`config.mk`:
```
export PLATFORM = sky130hd
export DESIGN_NAME = uart_tx_ctrl
export DESIGN_NICKNAME = d
export VERILOG_FILES = /design/src/rtl/uart_pkg.sv /design/src/rtl/uart_tx_bit_timer.sv /design/src/rtl/uart_tx_ctrl.sv
export SDC_FILE = /design/constraint.sdc
export NUM_CORES = 1
export LEC_CHECK = 0
export BUFFER_PORTS_ARGS = -buffer_cell sky130_fd_sc_hd__buf_2
export CAP_MARGIN = 20
export CORE_AREA = 5 5 42 44
export DETAILED_ROUTE_END_ITERATION = 8
export DIE_AREA = 0 0 47 49
export PLACE_DENSITY = 0.72
export SETUP_SLACK_MARGIN = 0.1
export SLEW_MARGIN = 20
export SYNTH_ARGS = -nofsm -noshare
export SYNTH_HDL_FRONTEND = slang
export SYNTH_SLANG_ARGS = --single-unit
```
`constraint.sdc`:
```
create_clock -name CLK -period 4.6 [get_ports CLK]
set_input_delay 0.46 -clock CLK [delete_from_list [all_inputs] [get_ports CLK]]
set_output_delay 0.46 -clock CLK [all_outputs]
set_load 0.02 [all_outputs]
```
`src/rtl/uart_pkg.sv`:
```
// Shared UART transmitter definitions: FSM state encoding and line levels.
package uart_pkg;

    typedef enum logic [2:0] {
        IDLE   = 3'd0,
        START  = 3'd1,
        DATA   = 3'd2,
        PARITY = 3'd3,
        STOP   = 3'd4
    } tx_state_e;

    localparam logic IDLE_LVL  = 1'b1;
    localparam logic START_LVL = 1'b0;

endpackage

```
`src/rtl/uart_tx_bit_timer.sv`:
```
// Bit-period timer: counts 0..CLKS_PER_BIT-1, wraps on bit_done, cleared by i_clear.
module uart_tx_bit_timer #(
    parameter int unsigned CLKS_PER_BIT = 16
) (
    input  logic i_clk,
    input  logic i_rst_n,
    input  logic i_clear,
    output logic o_bit_done
);

    localparam int unsigned CW = $clog2(CLKS_PER_BIT);
    localparam logic [CW-1:0] LAST = CW'(CLKS_PER_BIT - 1);

    logic [CW-1:0] r_clk_cnt;

    always_ff @(posedge i_clk or negedge i_rst_n) begin
        if (!i_rst_n) begin
            r_clk_cnt <= '0;
        end else if (i_clear || o_bit_done) begin
            r_clk_cnt <= '0;
        end else begin
            r_clk_cnt <= r_clk_cnt + CW'(1);
        end
    end

    assign o_bit_done = (r_clk_cnt == LAST);

endmodule

```
`src/rtl/uart_tx_ctrl.sv`:
```
// UART transmit sequencer: frames start/data/[parity]/stop and pulses the serializer shift.
// Optional parity bit enabled by defining UART_TX_PARITY_EN.
module uart_tx_ctrl
    import uart_pkg::*;
#(
    parameter int unsigned DATA_WIDTH   = 8,
    parameter int unsigned CLKS_PER_BIT = 16,
    parameter int unsigned STOP_BITS    = 1
) (
    input  logic                  CLK,
    input  logic                  RST,
    input  logic                  Data_Valid,
    input  logic [DATA_WIDTH-1:0] P_Data,
    input  logic                  PAR_TYP,
    input  logic                  Serial_Data,
    output logic                  Ser_En,
    output logic                  Busy,
    output logic                  TX_OUT
);

    localparam int unsigned BCW = (DATA_WIDTH > 1) ? $clog2(DATA_WIDTH) : 1;
    localparam logic [BCW-1:0] LAST_DATA = BCW'(DATA_WIDTH - 1);
    localparam logic [BCW-1:0] LAST_STOP = BCW'(STOP_BITS - 1);

    tx_state_e      r_state;
    tx_state_e      w_next;
    logic [BCW-1:0] r_bit_cnt;
    logic           w_bit_done;
    logic           w_clear;

    // Timer restarts on every state change so each state begins on a fresh bit period.
    assign w_clear = (w_next != r_state);

    uart_tx_bit_timer #(
        .CLKS_PER_BIT(CLKS_PER_BIT)
    ) u_bit_timer (
        .i_clk     (CLK),
        .i_rst_n   (RST),
        .i_clear   (w_clear),
        .o_bit_done(w_bit_done)
    );

`ifdef UART_TX_PARITY_EN
    logic r_parity;

    always_ff @(posedge CLK or negedge RST) begin
        if (!RST) begin
            r_parity <= 1'b0;
        end else if ((r_state == IDLE) && Data_Valid) begin
            r_parity <= (^P_Data) ^ PAR_TYP;
        end
    end
`else
    logic w_unused;
    assign w_unused = ^{P_Data, PAR_TYP};
`endif

    always_ff @(posedge CLK or negedge RST) begin
        if (!RST) begin
            r_state   <= IDLE;
            r_bit_cnt <= '0;
        end else begin
            r_state <= w_next;
            if (w_clear) begin
                r_bit_cnt <= '0;
            end else if (w_bit_done && ((r_state == DATA) || (r_state == STOP))) begin
                r_bit_cnt <= r_bit_cnt + BCW'(1);
            end
        end
    end

    always_comb begin
        w_next = r_state;
        Ser_En = 1'b0;
        Busy   = 1'b1;
        TX_OUT = IDLE_LVL;
        case (r_state)
            IDLE: begin
                Busy = 1'b0;
                if (Data_Valid) w_next = START;
            end
            START: begin
                TX_OUT = START_LVL;
                if (w_bit_done) w_next = DATA;
            end
            DATA: begin
                TX_OUT = Serial_Data;
                if (w_bit_done) begin
                    Ser_En = 1'b1;
                    if (r_bit_cnt == LAST_DATA) begin
`ifdef UART_TX_PARITY_EN
                        w_next = PARITY;
`else
                        w_next = STOP;
`endif
                    end
                end
            end
`ifdef UART_TX_PARITY_EN
            PARITY: begin
                TX_OUT = r_parity;
                if (w_bit_done) w_next = STOP;
            end
`endif
            STOP: begin
                TX_OUT = IDLE_LVL;
                if (w_bit_done && (r_bit_cnt == LAST_STOP)) w_next = IDLE;
            end
            default: begin
                w_next = IDLE;
            end
        endcase
    end

endmodule
```
[Word level (Yosys, flattened, before mapping)]
Cells that the tools add are included.
Word-level totals
  logic and storage cells: 31
  output and inout port bits: 3
  input bits: 13
  bits in registers: 10
Operators by class
  reductions and logical operators: 7
  multiplexer cells: 13
  $add $sub $neg: 2
  equality and inequality tests: 6
Operators with widths (count)
  $mux W3: 7
  $pmux W3 S4: 1
  $eq A3 B3 Y1 const B: 2
  $logic_not A3 Y1: 2
  $add A4 B1 Y4 const B: 1
  $eq A4 B4 Y1 const B: 1
  $mux W4: 1
  $add A3 B1 Y3 const B: 1
  $eq A3 B1 Y1 const B: 1
  $eq A3 B2 Y1 const B: 1
  $mux W1: 3
  $ne A3 B3 Y1: 1
  $logic_and A1 B1 Y1: 2
  $logic_or A1 B1 Y1: 2
  $pmux W1 S2: 1
  $reduce_bool A2 Y1: 1

[Longest topological paths before layout]
  depth in word-level cells: 7
  mapped depth: 6
  depth with buffers taken out: 6

[Cells and area by module]
Synthesis repeated with hierarchy kept, for this count alone.
Second synthesis, totals
  cells, all modules: 62
  area, all modules: 636.9 µm²
Modules (own cells, without submodules)
  uart_tx_ctrl: times used 1, area an instance 465.4 µm², cells each 49, seq. area each 150.1 µm²
  uart_tx_bit_timer: times used 1, area an instance 171.4 µm², cells each 13, seq. area each 100.1 µm²

[Least setup slack after synthesis]
No wires, ideal clock.
  path type: reg-to-output
  from: register r_state[1]
  to: output TX_OUT
  setup slack: 2926 ps
  arrival: 1214 ps
  stages on the path, launching flop included: 4
  path buffers: 1
  cells stage by stage: dfrtp_1 > clkbuf_1 > nor2_1 > o21ai_0
On the way
  cells in the longest elaborated chain, start to end: 2
Ends and longest elaborated chain
  start: declaration: line uart_tx_ctrl.sv:25  | tx_state_e r_state;
  start signal: assignment: line uart_tx_ctrl.sv:63  | r_state <= w_next;
  $eq A3 B2 Y1 / $eq A3 B1 Y1 (equally long branches): line uart_tx_ctrl.sv:77  | case (r_state)
  $pmux W1 S2 (*): line uart_tx_ctrl.sv:77
  end: declaration: line uart_tx_ctrl.sv:18  | output logic TX_OUT
Mark *: on every way between the ends. The rest lies on a longest branch, timed or not.

[Final worst setup path]
  from: register u_bit_timer.r_clk_cnt[0]
  to: output Ser_En
On the way
  cells in the longest elaborated chain, start to end: 3
Ends and longest elaborated chain
  start: declaration: line uart_tx_bit_timer.sv:14  | logic [CW-1:0] r_clk_cnt;
  start signal: assignment: line uart_tx_bit_timer.sv:22  | r_clk_cnt <= r_clk_cnt + CW'(1);
  $eq A4 B4 Y1: line uart_tx_bit_timer.sv:26  | assign o_bit_done = (r_clk_cnt == LAST);
  $mux W1: line uart_tx_ctrl.sv:88  | if (w_bit_done) begin
  $mux W1: line uart_tx_ctrl.sv:77
  end: declaration: line uart_tx_ctrl.sv:16  | output logic Ser_En,
No other way between the ends.

==> summary.md <==
| Metric | Value |
|---|---|
| Num ports | 16 |
| Core Region | 1400 um2 |
| Status | finished clean |
| Total number of vias | 438 |
| Post-synthesis sequential area ratio | 39.9% |
| Biggest area consumer among synthesized cells | dfrtp_1 |
| Final period utilization | 40.7% |
| # fillers | 135 |
| Avg Inst Size Synth | 10.1 um2 |
| Syn. warnings | 0 |
| Post-Layout Inst Area | 682 um2 |
| Clk buf depth | 2 |
| Leak | 0.303 nW |
| Critical path fanouts, max | 4 |
| Vias per cell | 5.21 |
| Residual DRC | 0 |
| Final Non-Filler Cells | 84 |
| Max incr delay on CP | 0.37 ns |
| Buf/Inv on CP | 1 |
| Hpwl dp | 786 um |
| First-pass GRT wire length | 1870 um |
| H-tree levels | 1 |
| Syn Nets | 79 |
| CTS Hold Bufs | 0 |
| Max Cap Viol | 0 |
| CP Class | flip-flop to output port |
| Slew @ Worst Pin | 0.420 ns |
| Minimum clock period | 1.87 ns |
| Port bufs | 6 |
| R2R depth | 6 |
| N_diodes | 0 |
| Dominant cells by area after synthesis | dfrtp_1 40%, ha_1 8.0%, nor2_1 4.8% |
| Largest net degree at the start of global routing | 14 |
| Die Ht | 49 um |
| Initial Util | 44.7% |
| Critical Path AT | 1.41 ns |
| CP Cell Sequence | ha_1 -> nand3_1 -> nor3_1 -> buf_2 |
| Final net count | 86 |
| TritonCTS Buffers | 3 |
| Kind of launch point of the worst setup path | flip-flop |
| Cell count after synthesis | 62 |
| Seq cells post-synth | 10 |
| Cell Area, Placed | 646 um2 |
| Post-Syn Area | 627 um2 |
| Distinct cells, synth | 29 |
| VDD IR max | 0.243 mV |
| Routed WL per cell | 12.8 um |
| CTS sink cnt | 10 |
| Total GRT Usage | 11.2% |
| Family with the most delay on the worst path | flip-flops |
| Share of cells above drive strength 1 | 22.1% |
| Clk_lat worst skew | 0.26 ns |
| CTS tree | built |
| Antenna violations before repair | 0 |
| FP Rows | 14 |
| TritonRoute pass-1 iters | 2 |
| Clock transition at path regs | 0.07 ns |
| Area grow syn2layout | 8.78% |
| CP Capture Type | output port |
| WP depth | 4 |
| Power Dens Cells | 503 nW/um2 |
| Initial detailed-routing violation count | 5 |
| Die footprint | 2300 um2 |
| Unrepaired setup endpoints after global routing | false |
| Crit-path slowest cell | dfrtp_1 |
| Share of Yosys cell area claimed by the top area cell type | 39.9% |
| Hold Crit Class | input pin to async pin |
| Max Fclk | 534 MHz |
| GPL Wtd Cong | 0.667 |
| Setup Viol. Count Final | 0 |
| Setup bufs post-CTS | 0 |
| Req. time, crit path | 4.14 ns |
| Number of global-route vias before repair | 411 |
| Placed cells | 80 |
| Final slew viol count | 0 |
| Post_cts resized | 0 |
| Total negative setup slack | 0 ns |
| Final hold vios | 0 |
| Die X | 47 um |
| Root Driver | clkbuf_4 |
| Grt ovf | 0 |
| Slew HR | 72.0% |
| Clock skew | 0.00946 ns |
| Antenna viol nets, final | 0 |
| Final WL | 1080 um |
==> synthesized netlist by cell type (all sizes together) <==
cell     instances
o22ai            1
and3             1
dfrtp           10
nand3            3
nand2b           1
and4             1
a2111oi          1
xnor2            3
inv              5
nor3b            2
a21oi            2
mux2i            2
o21ai            1
nor3             4
a311o            1
ha               4
clkbuf           1
or3              1
a311oi           1
a31oi            1
buf              3
nor2             8
or3b             1
o32ai            1
xor2             1
nand2            1
a211oi           1
==> layer usage <==
layer | track usage (%) | vias to the layer above | wire length, um
met3 | 3.32 | 2 | 25
met1 | 16.4 | 202 | 525
met2 | 13.8 | 2 | 514
met5 | 0 | - | 0
li1 | - | 232 | -
met4 | 6.91 | 0 | 14
==> logic make-up after synthesis <==
group / count (synthesis) / synth area share, %
and+or+nand+nor: 23 / 20.8
AOI/OAI and AO/OA: 10 / 14.6
DFF: 10 / 39.9
buffers and inverters: 9 / 7.98
xor gates and xnor gates: 4 / 5.59
adders and majority gates: 4 / 7.98
muxes: 2 / 3.19
==> cell type report <==
class | instances | area, um2 | area share [%]
inverters | 5 | 18.8 | 2.75
flip-flops and latches | 10 | 250 | 36.7
clock buffers | 4 | 36.3 | 5.32
multi-input cells | 43 | 327 | 47.9
repair buffers | 6 | 30.0 | 4.40
well taps | 16 | 20.0 | 2.94
==> flip-flops by register name (all words and copies together) (netlist names) <==
name                   cells
r_bit_cnt                  3
u_bit_timer.r_clk_cnt      4
r_state                    3
==> worst paths after layout <==
path / from / end / slack [ns]
min in group CLK: u_bit_timer.r_clk_cnt[0] / u_bit_timer.r_clk_cnt[0] / 0.47
setup reg to reg: r_bit_cnt[0] / u_bit_timer.r_clk_cnt[3] / 2.85
hold / removal: RST / u_bit_timer.r_clk_cnt[1] / 0.04
setup / recovery: u_bit_timer.r_clk_cnt[0] / Ser_En / 2.73
hold reg to reg: u_bit_timer.r_clk_cnt[0] / u_bit_timer.r_clk_cnt[0] / 0.47
max in group asynchronous: RST / r_state[2] / 4.35
==> per-stage QoR <==
step | utilization (%) | setup WS, ns | power (mW) | hold WS [ns]
after global routing | 48.7 | 2.58 | 0.371 | 0.0476
final | 48.7 | 2.73 | 0.343 | 0.0422
after CTS | 48.7 | 2.72 | 0.346 | 0.0433
after global placement | 46.1 | 2.88 | 0.263 | 0.330
after detailed placement | 46.1 | 2.85 | 0.267 | 0.332
after floorplan | - | 2.93 | 0.241 | 0.164
==> power breakdown <==
| group | total [mW] | switching (mW) | leakage, nW | internal [mW] |
|---|---|---|---|---|
| registers | 0.143 | 0.0322 | 0.128 | 0.111 |
| clock network | 0.0781 | 0.0301 | 0.0210 | 0.0480 |
| logic | 0.122 | 0.0674 | 0.154 | 0.0543 |
==> cells in the final DEF (no fill, tap or decap), types with 2 or more instances in the layout <==
master / instances
ha_1: 4
nor3b_1: 2
nand3_1: 3
buf_2: 6
nor2_1: 8
a21oi_1: 2
nor3_2: 2
dfrtp_1: 10
mux2i_1: 2
clkbuf_4: 3
inv_1: 5
xnor2_1: 3
nor3_1: 2
==> worst register-to-register path: stages (launching register included) <==
cell and delay (ns):
dfrtp_1 0.41, ha_1 0.22, ha_1 0.18, and4_1 0.24, o32ai_2 0.28, o22ai_2 0.18
nor3_2 0.17
No activity file was read; power rests on OpenSTA's default activity.
